<file path="src/rtl/cache_pkg.sv">
// rtl/cache_pkg.sv - shared types and helpers for the N-way cache controller
//
// Purpose: controller state encoding plus small combinational helpers
//   state_e      : LOOKUP / WRITE_BACK / FILL
//   first_one()  : index of the lowest set bit of a vector (0 when none set)
//   ones()       : all-ones mask of a given width, used for counter saturation
package cache_pkg;

  typedef enum logic [1:0] {
    LOOKUP     = 2'd0,
    WRITE_BACK = 2'd1,
    FILL       = 2'd2
  } state_e;

  // Scans from the top down so the lowest set bit is the one that sticks.
  function automatic logic [4:0] first_one(input logic [31:0] v);
    logic [4:0] idx;
    idx = '0;
    for (int i = 31; i >= 0; i--) begin
      if (v[i]) idx = i[4:0];
    end
    return idx;
  endfunction

  function automatic logic [63:0] ones(input int w);
    logic [63:0] m;
    if (w >= 64) m = '1;
    else         m = (64'd1 << w) - 64'd1;
    return m;
  endfunction

endpackage

</file>
<file path="src/rtl/cache_plru_tree.sv">
// rtl/cache_plru_tree.sv - combinational tree-PLRU victim select and touch update
//
// Purpose: heap-indexed PLRU tree for one set. Node i has children 2i+1 / 2i+2,
//   leaf way w sits at node w+WAYS-1. Node i is stored at bit LW-1-i, so the
//   root is the MSB of the LRU vector.
// Ports:
//   lru_out   in  LW  current PLRU bits of the indexed set
//   touch_way in  WS  way being accessed
//   victim    out WS  way reached walking from the root (0 -> left, 1 -> right)
//   lru_in    out LW  lru_out with every node on touch_way's path pointing away from it
module cache_plru_tree #(
  parameter int WAYS = 4
) (
  input  logic [WAYS-2:0]         lru_out,
  input  logic [$clog2(WAYS)-1:0] touch_way,
  output logic [$clog2(WAYS)-1:0] victim,
  output logic [WAYS-2:0]         lru_in
);
  import cache_pkg::*;

  localparam int WS = $clog2(WAYS);
  localparam int LW = WAYS - 1;

  // Level l holds nodes (2^l - 1) .. (2^(l+1) - 2). The node on a path at
  // level l is selected by the top l bits of the way index, so each node is
  // visited with a constant index and matched against that prefix.
  always_comb begin
    victim = '0;
    for (int l = 0; l < WS; l++) begin
      for (int n = (1 << l) - 1; n < (2 << l) - 1; n++) begin
        if (int'(victim >> (WS - l)) == n - ((1 << l) - 1))
          victim[WS-1-l] = lru_out[LW-1-n];
      end
    end
  end

  // Taking the left child (way bit 0) leaves the node pointing right (1).
  always_comb begin
    lru_in = lru_out;
    for (int l = 0; l < WS; l++) begin
      for (int n = (1 << l) - 1; n < (2 << l) - 1; n++) begin
        if (int'(touch_way >> (WS - l)) == n - ((1 << l) - 1))
          lru_in[LW-1-n] = ~touch_way[WS-1-l];
      end
    end
  end

endmodule

</file>
<file path="src/rtl/cache_ctrl_nway.sv">
// rtl/cache_ctrl_nway.sv - write-back/write-allocate N-way set-associative cache controller
//
// Purpose: sequences lookup, dirty write-back and line fill for an N-way cache,
//   driving one-hot per-way array loads and a tree-PLRU, with saturating
//   hit/miss counters.
// Ports:
//   clk, rst                      clock, synchronous active-high reset
//   mem_read/mem_write/mem_resp   requester handshake (read wins when both high)
//   pmem_read/pmem_write/pmem_resp memory line transfer handshake
//   hit/valid_out/dirty_out/lru_out  per-way status of the indexed set
//   load_data/tag/valid/dirty     one-hot per-way array write strobes
//   valid_in/dirty_in             values written on load_valid/load_dirty
//   way_sel                       way feeding the read / write-back mux
//   load_lru/lru_in               PLRU update of the indexed set
//   data_sel                      0: line from memory, 1: merge requester data
//   load_pmem_wdata               capture selected way into write-back buffer
//   hit_count/miss_count          saturating performance counters
module cache_ctrl_nway #(
  parameter int WAYS  = 4,
  parameter int CNT_W = 32
) (
  input  logic                    clk,
  input  logic                    rst,
  input  logic                    mem_read,
  input  logic                    mem_write,
  output logic                    mem_resp,
  output logic                    pmem_read,
  output logic                    pmem_write,
  input  logic                    pmem_resp,
  input  logic [WAYS-1:0]         hit,
  input  logic [WAYS-1:0]         valid_out,
  input  logic [WAYS-1:0]         dirty_out,
  input  logic [WAYS-2:0]         lru_out,
  output logic [WAYS-1:0]         load_data,
  output logic [WAYS-1:0]         load_tag,
  output logic [WAYS-1:0]         load_valid,
  output logic [WAYS-1:0]         load_dirty,
  output logic                    valid_in,
  output logic                    dirty_in,
  output logic [$clog2(WAYS)-1:0] way_sel,
  output logic                    load_lru,
  output logic [WAYS-2:0]         lru_in,
  output logic                    data_sel,
  output logic                    load_pmem_wdata,
  output logic [CNT_W-1:0]        hit_count,
  output logic [CNT_W-1:0]        miss_count
);
  import cache_pkg::*;

  localparam int WS = $clog2(WAYS);
  localparam int LW = WAYS - 1;
  localparam logic [CNT_W-1:0] CNT_MAX = CNT_W'(ones(CNT_W));

  state_e          state_q;
  logic [WS-1:0]   victim_q;
  logic            miss_pend_q;

  logic            req;
  logic            is_write;
  logic            any_hit;
  logic            any_invalid;
  logic [WAYS-1:0] invalid;
  logic [WAYS-1:0] hit_oh;
  logic [WAYS-1:0] vic_oh;
  logic [WS-1:0]   hit_way;
  logic [WS-1:0]   inv_way;
  logic [WS-1:0]   plru_victim;
  logic [WS-1:0]   miss_way;
  logic [LW-1:0]   lru_touch;

  assign req         = mem_read | mem_write;
  assign is_write    = mem_write & ~mem_read;
  assign any_hit     = |hit;
  assign invalid     = ~valid_out;
  assign any_invalid = |invalid;
  assign hit_way     = WS'(first_one(32'(hit)));
  assign inv_way     = WS'(first_one(32'(invalid)));
  // Isolate the lowest set hit bit so multiple matches still give a one-hot load.
  assign hit_oh      = hit & (~hit + {{(WAYS-1){1'b0}}, 1'b1});
  assign miss_way    = any_invalid ? inv_way : plru_victim;

  always_comb begin
    vic_oh           = '0;
    vic_oh[victim_q] = 1'b1;
  end

  cache_plru_tree #(.WAYS(WAYS)) u_plru (
    .lru_out   (lru_out),
    .touch_way (hit_way),
    .victim    (plru_victim),
    .lru_in    (lru_touch)
  );

  always_ff @(posedge clk) begin
    if (rst) begin
      state_q     <= LOOKUP;
      victim_q    <= '0;
      miss_pend_q <= 1'b0;
      hit_count   <= '0;
      miss_count  <= '0;
    end else begin
      case (state_q)
        LOOKUP: begin
          if (req) begin
            if (any_hit) begin
              // The hit that completes a miss is not a new hit.
              if (!miss_pend_q && hit_count != CNT_MAX)
                hit_count <= hit_count + 1'b1;
              miss_pend_q <= 1'b0;
            end else begin
              victim_q    <= miss_way;
              miss_pend_q <= 1'b1;
              if (miss_count != CNT_MAX)
                miss_count <= miss_count + 1'b1;
              if (valid_out[miss_way] && dirty_out[miss_way])
                state_q <= WRITE_BACK;
              else
                state_q <= FILL;
            end
          end
        end
        WRITE_BACK: if (pmem_resp) state_q <= FILL;
        FILL:       if (pmem_resp) state_q <= LOOKUP;
        default:    state_q <= LOOKUP;
      endcase
    end
  end

  // Outputs are decoded from state and inputs so a hit completes in the
  // request cycle; all are forced low while rst is held.
  always_comb begin
    mem_resp        = 1'b0;
    pmem_read       = 1'b0;
    pmem_write      = 1'b0;
    load_data       = '0;
    load_tag        = '0;
    load_valid      = '0;
    load_dirty      = '0;
    valid_in        = 1'b0;
    dirty_in        = 1'b0;
    way_sel         = '0;
    load_lru        = 1'b0;
    lru_in          = '0;
    data_sel        = 1'b0;
    load_pmem_wdata = 1'b0;
    if (!rst) begin
      case (state_q)
        LOOKUP: begin
          if (req && any_hit) begin
            mem_resp = 1'b1;
            way_sel  = hit_way;
            load_lru = 1'b1;
            lru_in   = lru_touch;
            if (is_write) begin
              data_sel   = 1'b1;
              load_data  = hit_oh;
              load_dirty = hit_oh;
              dirty_in   = 1'b1;
            end
          end
        end
        WRITE_BACK: begin
          way_sel         = victim_q;
          load_pmem_wdata = 1'b1;
          pmem_write      = 1'b1;
          if (pmem_resp) begin
            load_dirty = vic_oh;
            dirty_in   = 1'b0;
          end
        end
        FILL: begin
          way_sel   = victim_q;
          pmem_read = 1'b1;
          if (pmem_resp) begin
            load_data  = vic_oh;
            load_tag   = vic_oh;
            load_valid = vic_oh;
            load_dirty = vic_oh;
            valid_in   = 1'b1;
            dirty_in   = 1'b0;
            data_sel   = 1'b0;
          end
        end
        default: ;
      endcase
    end
  end

endmodule

</file>
<file path="config.mk">
export PLATFORM = sky130hd
export DESIGN_NAME = cache_ctrl_nway
export DESIGN_NICKNAME = d
export VERILOG_FILES = /design/src/rtl/cache_pkg.sv /design/src/rtl/cache_plru_tree.sv /design/src/rtl/cache_ctrl_nway.sv
export SDC_FILE = /design/constraint.sdc
export NUM_CORES = 1
export LEC_CHECK = 0
export BUFFER_PORTS_ARGS = -buffer_cell sky130_fd_sc_hd__clkbuf_2
export CAP_MARGIN = 20
export CORE_MARGIN = 2
export CORE_UTILIZATION = 57
export DETAILED_ROUTE_END_ITERATION = 10
export PLACE_DENSITY = 0.86
export RECOVER_POWER = 25
export SLEW_MARGIN = 20
export SYNTH_ARGS = -nofsm -noshare
export SYNTH_HDL_FRONTEND = slang
export SYNTH_SLANG_ARGS = --single-unit
</file>
<file path="constraint.sdc">
create_clock -name clk -period 7.54 [get_ports clk]
set_clock_uncertainty 0.2 [all_clocks]
set_input_delay 0.377 -clock clk [delete_from_list [all_inputs] [get_ports clk]]
set_output_delay 0.377 -clock clk [all_outputs]
set_load 0.03 [all_outputs]
</file>
# Word-level counts from Yosys, hierarchy flattened
# Cells that the tools add are included.
dict set report totals {
  ff_bits 69
  in_bits 20
  output_inout_bits 93
}
dict set report op_classes {
  n_addsub 3
  order_cmp 3
  eq_ne 8
  n_mux 55
  bitwise 9
  n_reduce_logical 16
}
# op n
set ops {}
lappend ops {{32-bit by 1-bit adder with 32-bit output (second input constant)} 2}
lappend ops {{32-bit logical NOT} 2}
lappend ops {{32-bit != test (second input constant)} 2}
lappend ops {{2-bit 2-to-1 mux} 16}
lappend ops {{4-bit 2-to-1 mux} 7}
lappend ops {{1-bit 2-to-1 mux} 22}
lappend ops {{4-bit one-hot mux with 2 select lines} 2}
lappend ops {{4-bit AND reduction} 3}
lappend ops {{3-bit 2-to-1 mux} 3}
lappend ops {{2-bit != test (second input constant)} 4}
lappend ops {{4-bit NOT} 2}
lappend ops {{4-bit OR reduction} 2}
lappend ops {{2-bit by 3-bit less-than comparator with 1-bit output (second input constant)} 2}
lappend ops {{2-bit one-hot mux with 3 select lines} 1}
lappend ops {{4-bit by 1-bit adder with 4-bit output (second input constant)} 1}
lappend ops {{4-bit bitwise AND} 1}
lappend ops {{1-bit binary-select mux with 2-bit select} 2}
lappend ops {{1-bit logical AND} 4}
lappend ops {{1-bit NOT} 4}
lappend ops {{2-bit one-hot mux with 2 select lines} 1}
lappend ops {{3-bit AND reduction} 1}
lappend ops {{1-bit demux with 2-bit select} 1}
lappend ops {{2-bit by 1-bit == test with 1-bit output (second input constant)} 1}
lappend ops {{2-bit == test (second input constant)} 1}
lappend ops {{7 further kinds} 7}

# Longest topological paths before layout
# Gate-level depths: netlist of run 1.
dict set report logic_depth {
  depth_word 13
  depth_mapped 8
  mapped_depth_nobuf 7
}

# Cells and area by module
# From an unflattened synthesis of run 1, not the netlist that was laid out.
dict set report hier_totals {
  hier_cells 506
  area_unflattened_um2 3986.3
}
# mod instances cells_each area_each_um2
set by_module_without_submodules {}
lappend by_module_without_submodules {cache_ctrl_nway 1 498 3943.8}
lappend by_module_without_submodules {cache_plru_tree 1 8 42.5}

# Worst setup path before layout of run 1
# OpenSTA, ideal clock, no wires.
dict set report synth_timing {
  kind {register to output}
  startpoint {reg state_q[0]}
  endpoint {out load_valid[0]}
  t_arrival_ps 2069
  path_slack_ps 4894
  path_stages_with_launch 8
  path_buffers 1
  path_cell_list {dfxtp_1 > inv_1 > ha_1 > nand2b_1 > inv_1 > nand2_1 > nor3_1 > buf_4}
}
dict set report synth_via {
  elab_chain_len 3
}
# item line
set synth_lines {}
lappend synth_lines {{from (decl)} cache_ctrl_nway.sv:54} ;# state_e state_q;
lappend synth_lines {{from (signal assigned)} cache_ctrl_nway.sv:96} ;# state_q <= LOOKUP;
lappend synth_lines {{from (signal assigned)} cache_ctrl_nway.sv:116} ;# state_q <= WRITE_BACK;
lappend synth_lines {{from (signal assigned)} cache_ctrl_nway.sv:118} ;# state_q <= FILL;
lappend synth_lines {{2-bit == test} n/a}
lappend synth_lines {{4-bit 2-to-1 mux (2 in series)} n/a}
lappend synth_lines {{to (decl)} cache_ctrl_nway.sv:36} ;# output logic [WAYS-1:0] load_valid,
# No other way between the ends.

# Worst setup path after layout of run 1
dict set report layout_timing {
  startpoint {reg state_q[0]}
  endpoint {out load_dirty[1]}
}
dict set report layout_via {
  elab_chain_len 4
  elab_cells_between_ends 6
  cone_classes {2 x eq/ne; 2 x mux; 2 x reduce/logical}
}
# item line
set layout_lines {}
lappend layout_lines {{2-bit == test or 2-bit by 1-bit == test with 1-bit output (tied branches)} cache_ctrl_nway.sv:147} ;# case (state_q)
lappend layout_lines {{2-bit OR reduction (no source line)} n/a}
lappend layout_lines {{4-bit one-hot mux with 2 select lines *} cache_ctrl_nway.sv:147}
lappend layout_lines {{4-bit 2-to-1 mux *} cache_ctrl_nway.sv:146} ;# if (!rst) begin
lappend layout_lines {{to (decl)} cache_ctrl_nway.sv:37} ;# output logic [WAYS-1:0] load_dirty,
# Mark *: on every way between the ends. The rest lies on a longest branch, timed or not.

==> impl_metrics.yaml, run 1 <==
outcome:
  status: "complete, no violations"
floorplan:
  fp.dieH_um: 88.9
  start_util_pct: 59.8
  core.rowCount: 30
  io_pins: 113
  die_area_um2: 7900
  core_um2: 6870
  chipWidth_um: 88.9
finish:
  layout-drive-gt1-share_pct: 17.8
  final_common_cell: "clkbuf_2"
  antennaDiodeCount: 0
  area_delta_synth_final_pct: 16.8
  fin_cells: 707
  layout_common_cells: "clkbuf_2, dfxtp_1, a21oi_1"
  postLayoutCellArea_um2: 4800
  final_nets: 632
synth:
  dominantRegCellSynth: "dfxtp_1"
  synth-seq-cells: 69
  async_flop_share_pct: 0
  ys_types: 58
  synth_adder_area_share_pct: 1.83
  synth_top_area_share_pct: 33.6
  yosysTopAreaCell: "dfxtp_1"
  synth_enable_flop_cells: 0
  synth.avg_cell_area_um2: 8.03
  synthMuxAreaShare_pct: 1.83
  synth-simple-area-share_pct: 32.4
  synth-warning-count: 0
  syn_inst: 512
  synth.area.top_cells: "dfxtp_1, a21oi_1, xnor2_1"
  ys_seq_area_share_pct: 33.6
  mappedNetlistNets: 538
  syn_area_um2: 4110
  synth_compound_area_share_pct: 19.7
  synthXorXnorAreaFrac_pct: 4.90
  synth_top_family_by_area: "simple AND/OR/NAND/NOR gates"
setup_path:
  cp-start-kind: "register"
  critical_path_class: "register to primary output"
  path_max_fanout: 5
  critPathRequiredTime_ps: 6960
  worstPathArrival_ps: 2360
  end_kind: "primary output"
global_routing:
  grt_max_degree: 86
  grt.total_usage_pct: 27.6
  grt_first_pass_wirelength_um: 17300
  grt.overflow.total: 0
  grt_pass1_vias: 3706
  antenna_found_initial: 0
routing:
  routedWlPerCell_um: 15.7
  wirelength_um: 11100
  via_per_inst: 6.21
  drt_pass1_iterations: 5
  postRouteAntennaNets: 0
  vias: 4389
  drt_iter0_markers: 332
  remaining_drc_errors: 0
worst_hold_path:
  hold_path_class: "primary input to register"
sta:
  worst_slew_pin_slew_ps: 861
  hold_viol: 0
  fmax_mhz: 341
  setup_viol_count_final: 0
  finalSetupTns_ps: 0
  fin_crit_sh_pct: 38.9
  relSlewSlack_pct: 42.6
  hold_ws_ps: 135
  min_period_ps: 2940
  maxSlewViolCount: 0
  rsz0062_at_grt: "false"
clocking:
  clkTransAtPathRegs_ps: 70
  postCtsSetupRepairBufs: 0
  cts_tree: "built"
  worstSkewPairLatency_ps: 360
  clkSinkCount: 69
  cts_buffers: 9
  clk_path_buf_depth: 2
  h-tree-depth: 3
  clockRootBuffer: "clkbuf_8"
  cts-hold-fix-buffers: 0
  cts_resized: 0
placement:
  placed_area_um2: 4640
  port-buffer-count: 112
  hpwl_um: 7750
  dp_cells: 690
  place.gp.congestion: 0.854
power_and_ir_drop:
  cellPowerDensity_nw_per_um2: 155
  total_power_mw: 0.744
  power.leakage_nw: 1.65
  ir_drop_uv: 118
run:
  maxCapViolations: 0
## layer usage
metal | global-route usage (%) | vias up | routed length [um]
li1 | - | 2088 | -
met2 | 46.1 | 186 | 5390
met1 | 35.7 | 2093 | 4780
met5 | 0 | - | 0
met3 | 4.80 | 22 | 788
met4 | 10.5 | 0 | 181
## sequential cells by signal, indices dropped and copies added (netlist names)
register	cells
miss_count	32
victim_q	2
hit_count	32
miss_pend_q	1
state_q	2
## power by group
group | leakage [nW] | internal (mW) | switching [mW]
Combinational | 0.990 | 0.0183 | 0.0415
Sequential | 0.556 | 0.367 | 0.00326
Clock | 0.104 | 0.171 | 0.143
## Yosys cell counts (2+ instances only)
library cell	n
dfxtp_1	69
a21oi_1	49
nor2_1	48
nand2_1	41
nand4_1	27
nand3_1	24
xnor2_1	22
clkbuf_1	18
or3_1	17
inv_1	15
or4_1	15
nor4_1	12
o31ai_1	12
o21ai_1	11
and4_1	10
o21ai_0	10
buf_4	9
a211oi_1	8
nor2b_1	8
and2_1	6
ha_1	6
a31o_1	5
nand2b_1	5
nor3_1	5
and3_1	4
mux2_1	4
a2111oi_2	3
a31oi_1	3
buf_2	3
mux2i_1	3
nor4_2	3
o31a_1	3
a211oi_2	2
a21o_1	2
buf_6	2
nor3b_1	2
o21ba_1	2
or2_1	2
or2_2	2
or4_4	2
## cells by family (layout without fill, tap and decap cells)
logic type | count (synthesis) | in the layout
AOI/OAI and AO/OA | 120 | 120
muxes | 7 | 7
DFF | 69 | 69
adders and majority gates | 6 | 6
buffers and inverters | 48 | 147
xor gates and xnor gates | 23 | 23
and+or+nand+nor | 239 | 239
## worst max-delay path: stages (launching register included)
cell,delay (ps)
dfxtp_1,340
inv_1,90
ha_1,220
o41ai_2,130
nor3b_1,530
nand3b_1,210
a21oi_1,250
clkbuf_2,250
## final timing paths
| check | cells after the start | from | slack, ps | to |
|---|---|---|---|---|
| worst min-delay path | 3 | valid_out[1] | 140 | victim_q[0] |
| worst max register to register | 6 | miss_count[3] | 4740 | miss_count[4] |
| worst max-delay path | 7 | state_q[0] | 4600 | load_dirty[1] |
| worst min register to register | 2 | miss_pend_q | 290 | miss_pend_q |
## stage by stage
step,util [%],setup slack (ps)
floorplan,-,4890
global placement,67.5,4630
detailed placement,67.5,4490
CTS,70.4,4480
global route,69.9,4410
finish,69.9,4600
## final cells by class
cell class                      instances  area [um2]
Timing Repair Buffer                  116         544
Clock buffer                           13         159
Sequential cell                        69        1380
Inverter                               15        56.3
Fill cell                             587        2070
Tap cell                               96         120
Multi-Input combinational cell        395        2490
Clock inverter                          3        43.8
Note: power is estimated with default switching activity, not from simulation.
==> inputs of run 2 (changes only) <==
Settings changed: CORE_UTILIZATION 57 to 48, PLACE_DENSITY 0.86 to 0.77.
Clock period 7.54 ns to 2.4 ns, I/O delays scaled along.
==> run 2 against run 1 <==
Die area grew 18%. First-iteration DRC count shrank 26%. Sequential share of layout area shrank 2.0 points. Sequential power grew to 3.1 times the previous value. Clock-buffer cell count shrank 1. Global-route usage shrank 2.7 points. Cell area grew 8.7%. Power grew to 3.0 times the previous value. Critical endpoint is now hit_count[26]. Critical path depth is the same. Worst setup slack lost 4500 ps. Worst hold slack lost 130 ps. Flip-flop and latch count is the same.
==> impl_metrics.yaml, run 2 (same netlist as run 1, synthesis figures left out) <==
outcome:
  status: "complete, no violations"
sta:
  setup_slack_ps: 88.6
  setup_viol_count_final: 0
  fmax_mhz: 433
  hold_ws_ps: 1.20
  hold_viol: 0
  fin_crit_sh_pct: 96.3
  relSlewSlack_pct: 60.9
  rsz0062_at_grt: "false"
  min_period_ps: 2310
  worst_slew_pin_slew_ps: 582
  maxSlewViolCount: 0
floorplan:
  chipWidth_um: 96.5
  fp.dieH_um: 96.5
  core_um2: 8260
  io_pins: 113
  die_area_um2: 9320
  start_util_pct: 49.8
  core.rowCount: 33
clocking:
  clkSinkCount: 69
  clockRootBuffer: "clkbuf_8"
  cts_buffers: 9
  h-tree-depth: 3
  clkTransAtPathRegs_ps: 70
  clk_path_buf_depth: 2
  worstSkewPairLatency_ps: 350
  cts_tree: "built"
setup_path:
  path_max_fanout: 5
  slowest_delay_ps: 540
  critPathSlowestCell: "or4_4"
  cp-start-kind: "register"
  path_cells: "inv_2, ha_4, o41ai_4, or4_4, or3_4, or3_1, a21oi_1"
  critical_path_class: "register to register"
  critPathRequiredTime_ps: 2480
  worstPathArrival_ps: 2390
  end_kind: "register"
routing:
  remaining_drc_errors: 0
  vias: 4507
  wirelength_um: 11800
  routedWlPerCell_um: 15.5
  via_per_inst: 5.92
  drt_iter0_markers: 245
  postRouteAntennaNets: 0
  drt_pass1_iterations: 5
global_routing:
  grt_pass1_vias: 4030
  grt.total_usage_pct: 24.9
  grt_first_pass_wirelength_um: 18500
  grt.overflow.total: 0
  grt_max_degree: 39
  antenna_found_initial: 0
placement:
  preCtsSetupSlack_ps: -13.6
  hpwl_um: 8660
  port-buffer-count: 112
  place.gp.congestion: 0.829
finish:
  reg.largest.list: "hit_count (32), miss_count (32)"
  layout-drive-gt1-share_pct: 26.7
  final_common_cell: "clkbuf_2"
  area_delta_synth_final_pct: 26.9
  final_nets: 679
  layout_common_cells: "clkbuf_2, dfxtp_1, a21oi_1"
  antennaDiodeCount: 0
  fill_cells: 762
power_and_ir_drop:
  ir_drop_uv: 349
  power.leakage_nw: 1.89
  cellPowerDensity_nw_per_um2: 423
run:
  maxCapViolations: 0
worst_hold_path:
  hold_path_class: "primary input to register"
-- run 2: worst paths after layout --
check                           cells past startpoint  slack (ps)     startpoint             to
worst max-delay path                                7          90     state_q[0]  hit_count[26]
worst min-delay path                                4           1      mem_write    miss_pend_q
worst max register to register                      7          90     state_q[0]  hit_count[26]
worst min register to register                      2         300  miss_count[1]  miss_count[1]
-- run 2: report_power, final --
group	internal (mW)	total [mW]	switching, mW
sequential	1.15	1.16	0.0110
combinational	0.0677	0.204	0.136
clock	0.417	0.838	0.421
total	1.64	2.21	0.568
-- run 2: layout make-up --
cell class | count | area, um2 | share of cell area [%]
clock buffer | 12 | 155 | 2.98
clock inverter | 2 | 10.0 | 0.192
inverter | 15 | 56.3 | 1.08
multi-input combinational | 396 | 2560 | 49.0
sequential | 69 | 1400 | 26.8
tap | 105 | 131 | 2.52
timing repair buffer | 162 | 908 | 17.4
-- run 2: repair_timing --
item	in CTS	in global routing
buffers inserted	0	5
endpoints found under the hold margin	1	0
hold buffers	2	0
resized for setup	2	12
pin swaps	0	6
setup endpoints to repair	4	25
gates cloned	0	1
-- run 2: layer usage --
layer	track usage [%]	vias up	part of all wire [%]
met2	41.1	167	48
met4	10.8	0	2.1
li1	-	2169	-
met3	4.03	23	5.9
met5	0	-	0
met1	32.1	2148	44
-- run 2: metrics by stage --
stage / total power, mW / utilization (%) / cells / instance area (um2) / setup TNS [ps]
final: 2.21 / 63.2 / 761 / 5220 / 0
after global routing: 2.28 / 63.2 / 761 / 5220 / 0
after CTS: 2.21 / 62.5 / 755 / 5160 / 0
after detailed placement: 1.39 / 60.2 / 739 / 4970 / -26.6
after global placement: 1.38 / 60.2 / 739 / 4970 / 0
after floorplan: 1.32 / - / 512 / 4120 / -39.5
-- run 2: worst max-delay path: cells and delay by family (launching register included) --
family | cells | cell delay [ps]
adders and majority gates | 1 | 150
buffers and inverters | 1 | 80
AOI/OAI and AO/OA | 2 | 230
DFF | 1 | 320
and+or+nand+nor | 3 | 1280
==> inputs of run 3 (changes only) <==
Settings changed: ABC_CLOCK_PERIOD_IN_PS set to 2400, PLACE_DENSITY 0.77 to 0.75.
==> run 3 against run 2 <==
Core utilization is 0.83 points higher. Worst setup slack worse by 67 ps. Power is 0.65% lower. Largest cell class unchanged. Largest power group unchanged. First-iteration DRC count is 32% higher. Flip-flop and latch count stayed put. Highest routed layer unchanged. Register-to-register slack worse by 70 ps. Worst hold slack better by 8.3 ps. Non-clock buffer count is 2 lower. Sequential share of layout area is 0.35 points lower. Die area stayed put.
==> impl_metrics.yaml, run 3 (same netlist as run 1, synthesis figures left out) <==
power_and_ir_drop:
  p_sw_mw: 0.570
  swShare_pct: 26.0
  p_int_mw: 1.62
  power_frac_seq_pct: 53.1
  clkPwrFrac_pct: 37.4
  cellPowerDensity_nw_per_um2: 415
  ir_drop_uv: 255
  power.leakage_nw: 2.03
  combPwrFrac_pct: 9.5
clocking:
  clkTransAtPathRegs_ps: 80
  clkSinkCount: 69
  cts_tree: "built"
  cts_buffers: 9
  clockRootBuffer: "clkbuf_8"
  h-tree-depth: 3
  worstSkewPairLatency_ps: 340
  clk_path_buf_depth: 2
setup_path:
  slowest_delay_ps: 510
  worstPathArrival_ps: 2460
  critPathRequiredTime_ps: 2490
  reg2reg_to: "miss_count[8]"
  critical_path_class: "register to register"
  r2r_start: "miss_count[0]"
  cp_common_cell: "buf_6"
  end_kind: "register"
  rr_worst_depth: 9
  critPathSlowestCell: "or4_4"
  cp-start-kind: "register"
  path_cells: "ha_2, nand2_1, or4_4, buf_6, o31ai_4, buf_6, clkbuf_16, o31a_1, o21ba_1"
  regToRegSetupSlack_ps: 20
  path_max_fanout: 17
routing:
  vias: 4521
  via_per_inst: 5.96
  remaining_drc_errors: 0
  wirelength_um: 12100
  drt_iter0_markers: 324
  postRouteAntennaNets: 0
  routedWlPerCell_um: 15.9
  drt_pass1_iterations: 5
finish:
  antennaDiodeCount: 0
  fill_cells: 718
  final_common_cell: "clkbuf_2"
  final_nets: 676
  regArea_um2: 1400
  multi_input_area_um2: 2560
  reg.largest.list: "hit_count (32), miss_count (32)"
  final_util_pct: 64.0
  fin_cells: 759
  area_delta_synth_final_pct: 28.6
  layout-drive-gt1-share_pct: 31.8
  layout_common_cells: "clkbuf_2, dfxtp_1, a21oi_1, nor2_1, nand2_1"
sta:
  fin_crit_sh_pct: 99.1
  maxSlewViolCount: 0
  setup_slack_ps: 21.7
  finalSetupTns_ps: 0
  setup_viol_count_final: 0
  min_period_ps: 2380
  fmax_mhz: 420
  hold_viol: 0
  worst_slew_pin_slew_ps: 506
  relSlewSlack_pct: 66.0
placement:
  port-buffer-count: 112
  place.gp.congestion: 0.840
  preCtsSetupSlack_ps: -90.0
  dp_cells: 738
  hpwl_um: 8770
floorplan:
  fp.dieH_um: 96.5
  die_area_um2: 9320
  io_pins: 113
  core.rowCount: 33
  chipWidth_um: 96.5
  core_um2: 8260
  start_util_pct: 49.8
global_routing:
  grt.total_usage_pct: 24.9
  grt_first_pass_wirelength_um: 18500
  antenna_found_initial: 0
  grt_pass1_vias: 4006
  grt_max_degree: 35
  grt.overflow.total: 0
worst_hold_path:
  min_to: "victim_q[1]"
  hold_path_depth: 5
  min_from: "valid_out[0]"
  hold_path_class: "primary input to register"
outcome:
  status: "complete, no violations"
run:
  maxCapViolations: 0
[run 3: worst max-delay path by stage]
stage	startpoint	slack [ps]	to	cells past startpoint
after floorplan	hit_count[18]	-30	hit_count[17]	6
after global placement	state_q[0]	30	hit_count[23]	7
after detailed placement	state_q[1]	-90	hit_count[25]	7
after CTS	state_q[0]	20	hit_count[26]	7
after global routing	miss_count[0]	-40	miss_count[13]	9
final	miss_count[0]	20	miss_count[8]	9
[run 3: per-stage QoR]
stage	cell area [um2]	hold WS (ps)	power (mW)
2_1_floorplan	4120	108	1.32
3_3_place_gp	4970	241	1.38
3_5_place_dp	4970	242	1.39
4_1_cts	5170	13.8	2.19
5_1_grt	5280	63.5	2.27
6_report	5280	9.49	2.19
[run 3: metal layers]
metal | vias to the layer above | share of wire (%) | routed length, um | track usage, %
met2 | 185 | 48 | 5810 | 41.9
li1 | 2167 | - | - | -
met5 | - | 0 | 0 | 0
met3 | 18 | 6.9 | 837 | 3.80
met1 | 2151 | 43 | 5240 | 32.3
met4 | 0 | 1.6 | 198 | 9.51
[run 3: what timing repair did]
action | CTS | global route
hold buffers | 2 | 0
endpoints found under the hold margin | 1 | 0
setup endpoints to repair | 11 | 23
buffers inserted | 0 | 1
gates cloned | 0 | 3
resized for setup | 4 | 15
pin swaps | 0 | 5
[run 3: critical path, delay by kind of cell (launching register included)]
kind / cells / cell delay, ps
flip-flops: 1 / 370
AO/OA/AOI/OAI: 3 / 470
adder cells (fa/ha/maj): 1 / 200
buffers and inverters: 3 / 500
AND/OR/NAND/NOR: 2 / 580
[run 3: final cells by class]
cell class                      instances  share of cell area, %
Multi-Input combinational cell        395                   48.5
Sequential cell                        69                   26.4
Timing Repair Buffer                  160                   18.5
Clock buffer                           13                   2.82
Tap cell                              105                   2.49
Inverter                               15                   1.07
Clock inverter                          2                  0.189
[run 3: power by group through the flow]
stage / sequential [mW] / combinational [mW] / clock (mW)
2_1_floorplan: 1.20 / 0.118 / 0
3_3_place_gp: 1.19 / 0.194 / 0
3_5_place_dp: 1.19 / 0.198 / 0
4_1_cts: 1.16 / 0.201 / 0.827
5_1_grt: 1.16 / 0.227 / 0.878
6_report: 1.16 / 0.208 / 0.819
